--- src/rtl/buzzer_arbiter_if.sv ---
// buzzer_arbiter_if: requester strobes in, buzzer gate and status out
interface buzzer_arbiter_if;
  logic       tick;
  logic       alarm_req;
  logic       chime_req;
  logic       click_req;
  logic       cancel;
  logic       set_mode;
  logic       blink;
  logic       buzz;
  logic       busy;
  logic [1:0] active_src;
  logic       done;
  modport master (
    output tick, alarm_req, chime_req, click_req, cancel, set_mode, blink,
    input  buzz, busy, active_src, done
  );
  modport slave (
    input  tick, alarm_req, chime_req, click_req, cancel, set_mode, blink,
    output buzz, busy, active_src, done
  );
endinterface

--- src/rtl/buzzer_arbiter.sv ---
// buzzer_arbiter: fixed-priority buzzer sharing between alarm, chime and key click
module buzzer_arbiter #(
  parameter int ALARM_LEN = 30,
  parameter int CHIME_LEN = 2,
  parameter int CLICK_LEN = 1,
  parameter int CNT_W     = 6
) (
  input logic clk,
  input logic rst_n,
  buzzer_arbiter_if.slave bus
);
  typedef enum logic [1:0] {IDLE, CLICK, CHIME, ALARM} state_t;
  state_t state, state_n, req;
  logic [CNT_W-1:0] cnt, cnt_n, last;
  logic accept, done, done_n;
  always_comb begin
    req    = bus.alarm_req ? ALARM : bus.chime_req ? CHIME : bus.click_req ? CLICK : IDLE;
    accept = (req != IDLE) && (req >= state);
    last   = state == ALARM ? CNT_W'(ALARM_LEN - 1) :
             state == CHIME ? CNT_W'(CHIME_LEN - 1) : CNT_W'(CLICK_LEN - 1);
    state_n = state;
    cnt_n   = cnt;
    done_n  = 1'b0;
    if (accept) begin
      state_n = req;
      cnt_n   = '0;
    end else if (state != IDLE && (bus.cancel || (bus.tick && cnt == last))) begin
      state_n = IDLE;
      cnt_n   = '0;
      done_n  = 1'b1;
    end else if (state != IDLE && bus.tick) begin
      cnt_n = cnt + CNT_W'(1);
    end
  end
  always_ff @(posedge clk or negedge rst_n) begin
    if (!rst_n) begin
      state <= IDLE;
      cnt   <= '0;
      done  <= 1'b0;
    end else begin
      state <= state_n;
      cnt   <= cnt_n;
      done  <= done_n;
    end
  end
  // alarm beeps on even tick intervals; idle shows the set-mode blink cue
  assign bus.buzz       = state == ALARM ? ~cnt[0] : state == IDLE ? (bus.set_mode & bus.blink) : 1'b1;
  assign bus.busy       = state != IDLE;
  assign bus.active_src = state;
  assign bus.done       = done;
endmodule

--- src/flat_wrapper.sv ---
// flat-port wrapper written by rule: the top's interface ports become plain ports
module buzzer_arbiter_flat 
#(
  parameter int ALARM_LEN = 30,
  parameter int CHIME_LEN = 2,
  parameter int CLICK_LEN = 1,
  parameter int CNT_W     = 6
)
  (clk, rst_n, bus_tick, bus_alarm_req, bus_chime_req, bus_click_req, bus_cancel, bus_set_mode, bus_blink, bus_buzz, bus_busy, bus_active_src, bus_done);
  buzzer_arbiter_if bus_i ();
  input logic clk;
  input logic rst_n;
  input wire logic [$bits(bus_i.tick)-1:0] bus_tick;
  input wire logic [$bits(bus_i.alarm_req)-1:0] bus_alarm_req;
  input wire logic [$bits(bus_i.chime_req)-1:0] bus_chime_req;
  input wire logic [$bits(bus_i.click_req)-1:0] bus_click_req;
  input wire logic [$bits(bus_i.cancel)-1:0] bus_cancel;
  input wire logic [$bits(bus_i.set_mode)-1:0] bus_set_mode;
  input wire logic [$bits(bus_i.blink)-1:0] bus_blink;
  output wire logic [$bits(bus_i.buzz)-1:0] bus_buzz;
  output wire logic [$bits(bus_i.busy)-1:0] bus_busy;
  output wire logic [$bits(bus_i.active_src)-1:0] bus_active_src;
  output wire logic [$bits(bus_i.done)-1:0] bus_done;
  assign bus_i.tick = bus_tick;
  assign bus_i.alarm_req = bus_alarm_req;
  assign bus_i.chime_req = bus_chime_req;
  assign bus_i.click_req = bus_click_req;
  assign bus_i.cancel = bus_cancel;
  assign bus_i.set_mode = bus_set_mode;
  assign bus_i.blink = bus_blink;
  assign bus_buzz = bus_i.buzz;
  assign bus_busy = bus_i.busy;
  assign bus_active_src = bus_i.active_src;
  assign bus_done = bus_i.done;
  buzzer_arbiter #(.ALARM_LEN(ALARM_LEN), .CHIME_LEN(CHIME_LEN), .CLICK_LEN(CLICK_LEN), .CNT_W(CNT_W)) u_core (.clk(clk), .rst_n(rst_n), .bus(bus_i));
endmodule
--- config.mk ---
export PLATFORM = sky130hd
export DESIGN_NAME = buzzer_arbiter_flat
export DESIGN_NICKNAME = d
export VERILOG_FILES = /design/src/rtl/buzzer_arbiter_if.sv /design/src/rtl/buzzer_arbiter.sv /design/src/flat_wrapper.sv
export SDC_FILE = /design/constraint.sdc
export NUM_CORES = 1
export LEC_CHECK = 0
export BUFFER_PORTS_ARGS = -buffer_cell sky130_fd_sc_hd__buf_4
export CAP_MARGIN = 20
export CORE_MARGIN = 1
export CORE_UTILIZATION = 42
export DETAILED_ROUTE_END_ITERATION = 10
export PLACE_DENSITY = 0.74
export SLEW_MARGIN = 20
export SYNTH_ARGS = -nofsm -noshare
export SYNTH_HDL_FRONTEND = slang
export SYNTH_SLANG_ARGS = --single-unit
--- constraint.sdc ---
create_clock -name clk -period 2.05 [get_ports clk]
set_clock_uncertainty 0.2 [all_clocks]
set_input_delay 0.1025 -clock clk [delete_from_list [all_inputs] [get_ports clk]]
set_output_delay 0.1025 -clock clk [all_outputs]
set_load 0.01 [all_outputs]
After elaboration in Yosys (flattened, before gate mapping)
Index checks and enable logic that the tools add are counted.

storage, ports and cells
  register bits = 9
  latch bits = 0
  bits in writable memories = 0
  ROM bits = 0
  input port bits = 9
  output and inout port bits = 5
  word-level logic and storage cells = 34
  memories = 0

operators by class
  add/subtract/negate cells = 1
  multiply operators = 0
  div/mod/pow operators = 0
  magnitude comparators = 1
  eq/ne operators = 3
  shifts and indexed selects = 0
  multiplexer cells = 14
  bitwise operators = 2
  reduce and logical (&&, ||, !) cells = 10

operators with widths
  cell                 count
  $mux 6               4
  $mux 2               4
  $add 6x1->6 const B  1
  $eq 6x6->1           1
  $mux 1               6
  $reduce_bool 2->1    3
  $eq 2x2->1 const B   2
  $logic_and 1x1->1    4
  $reduce_bool 3->1    1
  $ge 2x2->1           1
  $logic_not 2->1      1
  $and 1x1->1          1
  $logic_or 1x1->1     1
  $not 1->1            1

Logic depth before layout (Yosys ltp)
Gate-level depths: netlist of the first run.

  depth in word-level cells = 9
  depth in mapped cells = 7
  depth with buffers taken out = 7

Worst setup path after synthesis of the first run
OpenSTA, ideal clock, no wires.

  kind = register -> register
  start point = register u_core.state[0] (netlist: u_core.bus.active_src[0])
  end point = register u_core.cnt[1]
  library setup time = 0.094 ns
  arrival = 1.509 ns
  required time = 1.756 ns
  slack = 0.247 ns
  cell stages (with the launch flop) = 6
  path buffers = 0
  clock period less this slack = 1.803 ns
  cells stage by stage = dfrtp_1 -> ha_1 -> nand2b_1 -> a21oi_1 -> nor2_1 -> a221oi_2

between the ends
  word-level cells in the longest chain between the ends = 9
  elaborated cells on any way between the ends = 15
  classes of those cells = 1 x order compare; 3 x eq/ne; 4 x mux; 7 x reduce/logical

ends and longest elaborated chain
  what                    RTL line              text
  start, declared         buzzer_arbiter.sv:13  state_t state, state_n, req;
  start signal, assigned  buzzer_arbiter.sv:41  state <= state_n;
  $eq 2x2->1              buzzer_arbiter.sv:20  state == CHIME ? CNT_W'(CHIME_LEN - 1) : CNT_W'(CLICK_LEN - 1);
  $mux 1                  buzzer_arbiter.sv:20
  $mux 6                  buzzer_arbiter.sv:19  last = state == ALARM ? CNT_W'(ALARM_LEN - 1) :
  $eq 6x6->1              buzzer_arbiter.sv:27  end else if (state != IDLE && (bus.cancel || (bus.tick && cnt == last))) begin
  $logic_and 1x1->1       buzzer_arbiter.sv:27
  $logic_or 1x1->1        buzzer_arbiter.sv:27
  $logic_and 1x1->1       buzzer_arbiter.sv:27
  $mux 6                  buzzer_arbiter.sv:27
  $mux 6                  buzzer_arbiter.sv:24  if (accept) begin
  end signal, assigned    buzzer_arbiter.sv:42  cnt <= cnt_n;
  end, declared           buzzer_arbiter.sv:14  logic [CNT_W-1:0] cnt, cnt_n, last;

Parallel ways exist; a longest one is shown, timed or not.
A chain may end at the register's enable or synchronous reset.

Final worst setup path of the first run
  start point = input bus_alarm_req
  end point = register u_core.cnt[4]

between the ends
  word-level cells in the longest chain between the ends = 4
  elaborated cells on any way between the ends = 6
  classes of those cells = 1 x order compare; 2 x mux; 3 x reduce/logical

ends and longest elaborated chain
  what                                                          RTL line              text
  start, declared                                               flat_wrapper.sv:14    input wire logic [$bits(bus_i.alarm_req)-1:0] bus_alarm_req;
  $mux 2 (*)                                                    buzzer_arbiter.sv:17  req = bus.alarm_req ? ALARM : bus.chime_req ? CHIME : bus.click_req ? CLICK : IDLE;
  $ge 2x2->1 / $reduce_bool 2->1 (equally long branches)        buzzer_arbiter.sv:18  accept = (req != IDLE) && (req >= state);
  $logic_and 1x1->1 (*)                                         buzzer_arbiter.sv:18
  $reduce_bool 3->1 (no line) / $mux 6 (equally long branches)  -

Every way passes the cells marked *; elsewhere a longest branch is shown, timed or not.

==> impl_metrics.py, run 1 <==
metrics = {
    "sta": {
        "setup_viol": 0,
        "fmax_ghz": 0.509,
        "finalHoldViolCount": 0,
        "min_period_over_period_pct": 95.8,
        "tightest_slew_ns": 0.425,
        "setup_tns_ns": 0,
        "holdWs_ns": 0.0308,
        "relSlewSlack_pct": 71.6,
        "rsz0062_at_grt": "true",
        "finalMaxSlewViolations": 0,
        "period_needed_ns": 1.96,
    },
    "global_routing": {
        "grt_max_degree": 11,
        "antenna_found_initial": 0,
        "grt_pass1_vias": 489,
        "grt-ovfl-total": 0,
        "grt_usage_pct": 21.5,
        "grt_pass1_wl_um": 2110,
    },
    "layout": {
        "antennaDiodeCount": 0,
        "multi_input_area_um2": 304,
        "drive_gt1_share_pct": 24.7,
        "stdcell_count": 95,
        "register_area_um2": 225,
        "nets": 94,
        "stdcell_area_um2": 753,
        "fillerInstances": 96,
        "area_delta_synth_final_pct": 32.6,
    },
    "floorplanning": {
        "die_w_um": 38.8,
        "core_mm2": 0.00119,
        "rows": 12,
        "io_pins": 14,
        "die-area_mm2": 0.00150,
        "initial_core_util_pct": 47.9,
        "die_y_um": 38.8,
    },
    "power_and_ir_drop": {
        "switching_power_mw": 0.332,
        "power.total_mw": 0.816,
        "p_leak_nw": 0.340,
        "swShare_pct": 40.7,
        "seqPwrFrac_pct": 34.5,
        "ir_worst_vdd_uv": 726,
        "power_frac_comb_pct": 49.1,
        "powerDensity_mw_per_mm2": 1080,
        "clkPwrFrac_pct": 16.3,
        "internal-power_mw": 0.484,
    },
    "route": {
        "vias": 512,
        "vias_per_cell": 5.39,
        "wire_per_inst_um": 13.5,
        "drt_iter0_drc": 7,
        "drt_first_pass_iters": 4,
        "drt-total-wl_um": 1280,
        "route.detailed.drc": 0,
        "drtAntennaViolNets": 0,
    },
    "synthesis": {
        "synthAdderAreaFrac_pct": 6.61,
        "ys_seq_elements": 9,
        "synth_top_family_by_area": "compound AO/OA/AOI/OAI gates",
        "synth_compound_area_share_pct": 25.3,
        "yosys_warnings": 0,
        "yosys.area_share.simple_pct": 11.7,
        "synthXorXnorAreaFrac_pct": 9.25,
        "synth_nets": 72,
        "synthCells": 60,
        "yosysSeqAreaShare_pct": 39.6,
        "syn_avg_cell_area_um2": 9.47,
        "muxShareOfSynthArea_pct": 0,
        "synth.distinct_cells": 24,
        "synth_area_um2": 568,
    },
    "worst_setup_path": {
        "crit_path_start_kind": "primary input",
        "end_kind": "flip-flop",
        "required_ns": 2.00,
        "rrSetupSlack_ns": 0.25,
        "worst_ep_arrival_time_ns": 1.91,
        "critPathKind": "in2reg",
        "path_max_fanout": 6,
    },
    "cts": {
        "numCtsBuffers": 3,
        "clock-root-buffer": "clkbuf_4",
        "cts_setup_buffers": 0,
        "numClockSinks": 9,
        "clock_latency_ns": 0.26,
        "cts.clk_slew.worst_paths_ns": 0.06,
        "cts_htree_levels": 1,
        "clock_path_buffers": 2,
        "cts_tree": "yes",
    },
    "status": {
        "status": "completed",
    },
    "placement": {
        "dpl_cell_area_um2": 663,
        "port_buffers": 13,
        "dpl.hpwl_um": 860,
        "place_congestion": 0.774,
        "post-place-cells": 85,
    },
    "run": {
        "cap_viol_max_count": 0,
    },
    "worst_hold_path": {
        "hold_class": "in2reg",
    },
}
Yosys cell counts (all sizes together):
library cell	number	share of area, %
nand2	3	2.0
o211a	1	1.8
a221oi	1	2.6
ha	3	6.6
nand2b	1	1.1
a31oi	1	1.1
a211o	1	1.5
a211oi	5	6.6
inv	4	2.6
a41o	1	1.8
a21oi	3	2.6
nand3	3	2.6
o22ai	3	3.3
xnor2	4	6.2
or2	1	1.1
dfrtp	9	40
nor2	6	4.0
xor2	2	3.1
o211ai	1	1.3
nor3	1	0.88
buf	3	4.8
o21ai	3	2.6
layout make-up:
cell class,count,share of cell area (%)
clock buffer,4,3.49
tap,14,2.33
sequential,9,29.9
multi-input combinational,44,40.4
inverter,4,1.99
timing repair buffer,20,21.9
state kept, by name (all words and copies together) (netlist names):
signal	cells
u_core.cnt	6
u_core.bus.active_src	2
u_core.bus.done	1
metrics by stage:
stage,setup slack (ns),utilization (%)
global route,-0.0393,63.5
finish,0.0870,63.5
floorplan,0.247,-
CTS,0.104,63.2
global placement,0.302,55.9
detailed placement,0.280,55.9
cell families after synthesis:
group,count (synthesis)
DFF,9
and+or+nand+nor,15
adders and majority gates,3
xor gates and xnor gates,6
AOI/OAI and AO/OA,20
buffers and inverters,7
placed cells by master, fill, tap and decap left out, drive strengths merged:
cell type / count
a211o: 1
a211oi: 5
a21oi: 3
a221oi: 1
a31oi: 1
a41o: 1
buf: 14
clkbuf: 4
dfrtp: 9
dlygate4sd3: 6
ha: 3
inv: 4
nand2: 3
nand2b: 1
nand3: 3
nor2: 6
nor3: 1
o211a: 1
o211ai: 1
o21ai: 3
o22ai: 3
or2: 1
xnor2: 4
xor2: 2
worst max-delay path, cell delays in order:
cell and delay, ns:
dlygate4sd3_1 0.54, buf_4 0.14, a21oi_1 0.17, ha_1 0.26, nand2b_1 0.17, a21oi_2 0.18, nor2_1 0.13, a211oi_1 0.22
what timing repair did:
| item | in CTS | in global routing |
|---|---|---|
| endpoints found under the hold margin | 12 | 0 |
| gates resized for setup | 0 | 1 |
| hold buffers | 6 | 0 |
| endpoints found under the setup margin | 0 | 8 |
power by group through the flow:
stage	Sequential [mW]	Combinational, mW	Clock [mW]
2_1_floorplan	0.272	0.264	0
3_3_place_gp	0.279	0.371	0
3_5_place_dp	0.283	0.373	0
4_1_cts	0.280	0.386	0.140
5_1_grt	0.292	0.440	0.151
6_report	0.282	0.401	0.133
per-layer routing:
layer | part of all wire (%) | track usage (%)
met5 | 0 | 0
met4 | 1.6 | 15.5
met3 | 3.3 | 3.47
met2 | 43 | 27.5
met1 | 52 | 31.7
worst paths after layout:
| kind | to | cells past startpoint | start |
|---|---|---|---|
| setup reg to reg | u_core.cnt[4] | 4 | u_core.bus.active_src[0] |
| max in group asynchronous | u_core.bus.done | 3 | rst_n |
| hold / removal | u_core.bus.done | 3 | bus_click_req |
| hold reg to reg | u_core.cnt[5] | 2 | u_core.cnt[5] |
| setup / recovery | u_core.cnt[4] | 8 | bus_alarm_req |
| min in group asynchronous | u_core.cnt[1] | 3 | rst_n |
No activity file was read; power rests on OpenSTA's default activity.
==> inputs of run 2 (changes only) <==
- PLACE_DENSITY: 0.74 -> 0.62
==> impl_metrics.py, run 2 (same netlist as run 1, synthesis figures left out) <==
metrics = {
    "status": {
        "status": "completed",
    },
    "route": {
        "vias_per_cell": 5.36,
        "drtAntennaViolNets": 0,
        "route.detailed.drc": 0,
        "drt_iter0_drc": 9,
        "wire_per_inst_um": 13.5,
        "drt-total-wl_um": 1270,
        "vias": 504,
        "drt_first_pass_iters": 4,
    },
    "floorplanning": {
        "die_w_um": 38.8,
        "core_mm2": 0.00119,
        "die-area_mm2": 0.00150,
        "initial_core_util_pct": 47.9,
        "rows": 12,
        "io_pins": 14,
        "die_y_um": 38.8,
    },
    "placement": {
        "dpl_cell_area_um2": 663,
        "port_buffers": 13,
        "dpl.hpwl_um": 845,
        "place_congestion": 0.751,
    },
    "worst_setup_path": {
        "worst_ep_arrival_time_ns": 1.84,
        "rrSetupSlack_ns": 0.23,
        "worstReg2RegStart": "u_core.bus.active_src[1]",
        "rr_endpoint": "u_core.cnt[2]",
        "end_kind": "flip-flop",
        "crit_path_start_kind": "primary input",
        "required_ns": 2.02,
        "path_max_fanout": 5,
        "critPathKind": "in2reg",
        "reg2regPathDepth": 4,
    },
    "sta": {
        "fmax_ghz": 0.533,
        "period_needed_ns": 1.88,
        "rsz0062_at_grt": "false",
        "finalHoldViolCount": 0,
        "relSlewSlack_pct": 71.9,
        "tightest_slew_ns": 0.420,
        "setup_viol": 0,
        "setup_tns_ns": 0,
        "finalMaxSlewViolations": 0,
        "min_period_over_period_pct": 91.5,
    },
    "worst_hold_path": {
        "hold_class": "in2reg",
        "min_from": "bus_click_req",
        "holdPathStages": 3,
        "min_to": "u_core.bus.active_src[0]",
    },
    "layout": {
        "largest_register_ffs": 6,
        "layout_commonest_cell": "buf_4",
        "drive_gt1_share_pct": 26.3,
        "top_register": "u_core.cnt",
        "stdcell_area_um2": 747,
        "antennaDiodeCount": 0,
        "area_delta_synth_final_pct": 31.5,
        "layout_common_cells": "14 x buf_4, 9 x dfrtp_1, 6 x nor2_1",
        "nets": 93,
    },
    "global_routing": {
        "grt_usage_pct": 21.7,
        "antenna_found_initial": 0,
        "grt_max_degree": 11,
        "grt_pass1_wl_um": 2180,
        "grt_pass1_vias": 517,
        "grt-ovfl-total": 0,
    },
    "cts": {
        "numClockSinks": 9,
        "numCtsBuffers": 3,
        "clock-root-buffer": "clkbuf_4",
        "cts_htree_levels": 1,
        "cts_tree": "yes",
        "cts.clk_slew.worst_paths_ns": 0.06,
        "cts_setup_buffers": 0,
        "clock_path_buffers": 2,
        "clock_latency_ns": 0.25,
    },
    "power_and_ir_drop": {
        "ir_worst_vdd_uv": 653,
        "p_leak_nw": 0.335,
        "powerDensity_mw_per_mm2": 1090,
    },
    "run": {
        "cap_viol_max_count": 0,
    },
}
[run 2: final cells by class]
cell class / count / area, um2
flip-flops and latches: 9 / 225
inverters: 4 / 15.0
well taps: 14 / 17.5
fillers: 107 / 439
clock buffers: 4 / 26.3
multi-input cells: 44 / 308
repair buffers: 19 / 155
[run 2: worst max-delay path by stage]
stage,from,to,slack [ns],depth (start not counted)
floorplan,u_core.bus.active_src[0],u_core.cnt[1],0.25,5
global placement,u_core.bus.active_src[1],u_core.bus.active_src[1],0.23,4
detailed placement,u_core.bus.active_src[0],u_core.cnt[2],0.23,4
CTS,bus_alarm_req,u_core.bus.active_src[1],0.16,9
global route,bus_alarm_req,u_core.cnt[5],0.002,8
finish,bus_alarm_req,u_core.bus.active_src[1],0.17,9
[run 2: routing by layer]
metal  GRT usage (%)  wire length, um  up-vias
li1                -                -      259
met1            28.9              641      231
met2            34.2              583       12
met3            1.73               36        2
met4            12.9               11        0
met5               0                0        -
[run 2: through the flow]
stage	power [mW]	setup WS [ns]	utilization, %	hold slack [ns]	instances
finish	0.813	0.175	63.0	0.00120	94
global placement	0.656	0.230	55.9	-0.265	85
floorplan	0.536	0.247	-	-0.393	60
global route	0.891	0.00205	63.0	0.0260	94
detailed placement	0.657	0.229	55.9	-0.265	85
CTS	0.807	0.155	62.3	0.00618	94
[run 2: power by group]
part,internal (mW),switching (mW)
logic,0.192,0.201
clock network,0.0748,0.0584
registers,0.215,0.0710
[run 2: what timing repair did]
action	in CTS	in global routing
hold buffers	5	0
gates resized for setup	0	2
setup endpoints to repair	0	8
hold endpoints to repair	11	0
[run 2: critical path, stage by stage]
cell and delay (ns):
dlygate4sd3_1 0.54, buf_4 0.14, a21oi_2 0.11, ha_1 0.24, nand2b_1 0.16, a21oi_2 0.15, buf_4 0.15, o21ai_0 0.07
o22ai_1 0.17
==> inputs of run 3 (changes only) <==
- PLACE_DENSITY: 0.62 -> default
- PLACE_DENSITY_LB_ADDON: default -> 0.3
- SETUP_SLACK_MARGIN: default -> 0.05
==> impl_metrics.py, run 3 (same netlist as run 1, synthesis figures left out) <==
metrics = {
    "status": {
        "status": "completed",
    },
    "power_and_ir_drop": {
        "internal-power_mw": 0.486,
        "seqPwrFrac_pct": 34.1,
        "power_frac_comb_pct": 49.8,
        "ir_worst_vdd_uv": 799,
        "swShare_pct": 40.6,
        "switching_power_mw": 0.333,
        "clkPwrFrac_pct": 16.1,
        "powerDensity_mw_per_mm2": 1070,
        "p_leak_nw": 0.341,
    },
    "layout": {
        "top_register": "u_core.cnt",
        "largest_register_ffs": 6,
        "multi_input_area_um2": 315,
        "register_area_um2": 225,
        "fillerInstances": 106,
        "antennaDiodeCount": 0,
        "layout_commonest_cell": "buf_4",
        "layout_common_cells": "14 x buf_4, 9 x dfrtp_1, 6 x dlygate4sd3_1",
        "drive_gt1_share_pct": 28.4,
        "post-route-util_pct": 64.5,
        "nets": 94,
        "area_delta_synth_final_pct": 34.6,
    },
    "cts": {
        "cts.clk_slew.worst_paths_ns": 0.06,
        "clock_path_buffers": 2,
        "cts_htree_levels": 1,
        "clock_latency_ns": 0.25,
        "numCtsBuffers": 3,
        "cts_setup_buffers": 0,
        "numClockSinks": 9,
        "clock-root-buffer": "clkbuf_4",
        "cts_tree": "yes",
    },
    "sta": {
        "rsz0062_at_grt": "false",
        "finalHoldViolCount": 0,
        "finalMaxSlewViolations": 0,
        "tightest_slew_ns": 0.406,
        "setup_tns_ns": 0,
        "setup_viol": 0,
        "min_period_over_period_pct": 93.7,
        "period_needed_ns": 1.92,
        "fmax_ghz": 0.521,
        "relSlewSlack_pct": 72.8,
    },
    "global_routing": {
        "antenna_found_initial": 0,
        "grt_pass1_wl_um": 2000,
        "grt_usage_pct": 19.5,
        "grt_max_degree": 11,
        "grt_pass1_vias": 483,
        "grt-ovfl-total": 0,
    },
    "route": {
        "vias": 547,
        "drt_iter0_drc": 19,
        "vias_per_cell": 5.76,
        "route.detailed.drc": 0,
        "wire_per_inst_um": 12.9,
        "drt-total-wl_um": 1230,
        "drt_first_pass_iters": 4,
        "drtAntennaViolNets": 0,
    },
    "worst_hold_path": {
        "hold_class": "in2reg",
    },
    "floorplanning": {
        "initial_core_util_pct": 47.9,
        "die_w_um": 38.8,
        "die-area_mm2": 0.00150,
        "rows": 12,
        "die_y_um": 38.8,
        "io_pins": 14,
        "core_mm2": 0.00119,
    },
    "worst_setup_path": {
        "worst_ep_arrival_time_ns": 1.89,
        "critPathKind": "in2reg",
        "required_ns": 2.02,
        "end_kind": "flip-flop",
        "crit_path_start_kind": "primary input",
        "path_max_fanout": 5,
    },
    "placement": {
        "place_congestion": 0.793,
        "dpl.hpwl_um": 835,
        "port_buffers": 13,
    },
    "run": {
        "cap_viol_max_count": 0,
    },
}
-- run 3: power groups by stage --
stage	combinational (mW)	clock, mW	sequential, mW
finish	0.408	0.132	0.280
global route	0.447	0.143	0.290
global placement	0.367	0	0.278
detailed placement	0.367	0	0.283
CTS	0.379	0.136	0.281
floorplan	0.264	0	0.272
-- run 3: critical path, stage by stage --
cell and delay (ns):
dlygate4sd3_1 0.55, buf_4 0.15, a21oi_2 0.13, ha_1 0.24, nand2b_1 0.16, a21oi_2 0.16
buf_4 0.16, o21ai_0 0.09, o22ai_1 0.14
-- run 3: stage by stage --
stage                     setup slack (ns)  power (mW)  area, um2  cells  hold slack (ns)
after floorplan                      0.247       0.536        568     60           -0.393
after global placement               0.322       0.646        663     85           -0.269
after detailed placement             0.309       0.650        663     85           -0.270
after CTS                            0.150       0.796        749     95          0.00748
after global routing               0.00490       0.880        764     95           0.0435
final                                0.130       0.819        764     95           0.0276
-- run 3: layout make-up --
type / count / share of cell area [%]
Clock buffer: 4 / 3.44
Inverter: 4 / 1.96
Tap cell: 14 / 2.29
Timing Repair Buffer: 20 / 21.6
Multi-Input combinational cell: 44 / 41.2
Sequential cell: 9 / 29.5
-- run 3: metal layers --
| metal | share of wire (%) | up-vias | GRT usage (%) |
|---|---|---|---|
| met3 | 8.6 | 4 | 3.47 |
| met5 | 0 | - | 0 |
| met2 | 43 | 30 | 26.7 |
| met1 | 47 | 251 | 27.7 |
| li1 | - | 262 | - |
| met4 | 1.6 | 0 | 12.9 |
-- run 3: timing repair --
action                     CTS  global route
setup endpoints to repair    0             9
gates resized for setup      0             4
hold endpoints to repair    12             0
hold buffers                 6             0
-- run 3: final timing paths --
kind                                     startpoint                       end  slack (ns)  cells after the start
setup / recovery                      bus_alarm_req  u_core.bus.active_src[0]        0.13                      9
hold / removal                        bus_click_req  u_core.bus.active_src[0]        0.03                      3
setup reg to reg           u_core.bus.active_src[0]  u_core.bus.active_src[0]        0.27                      4
hold reg to reg                       u_core.cnt[1]             u_core.cnt[1]        0.40                      2
max in group asynchronous                     rst_n             u_core.cnt[5]        0.73                      3
min in group asynchronous                     rst_n             u_core.cnt[4]        0.63                      3
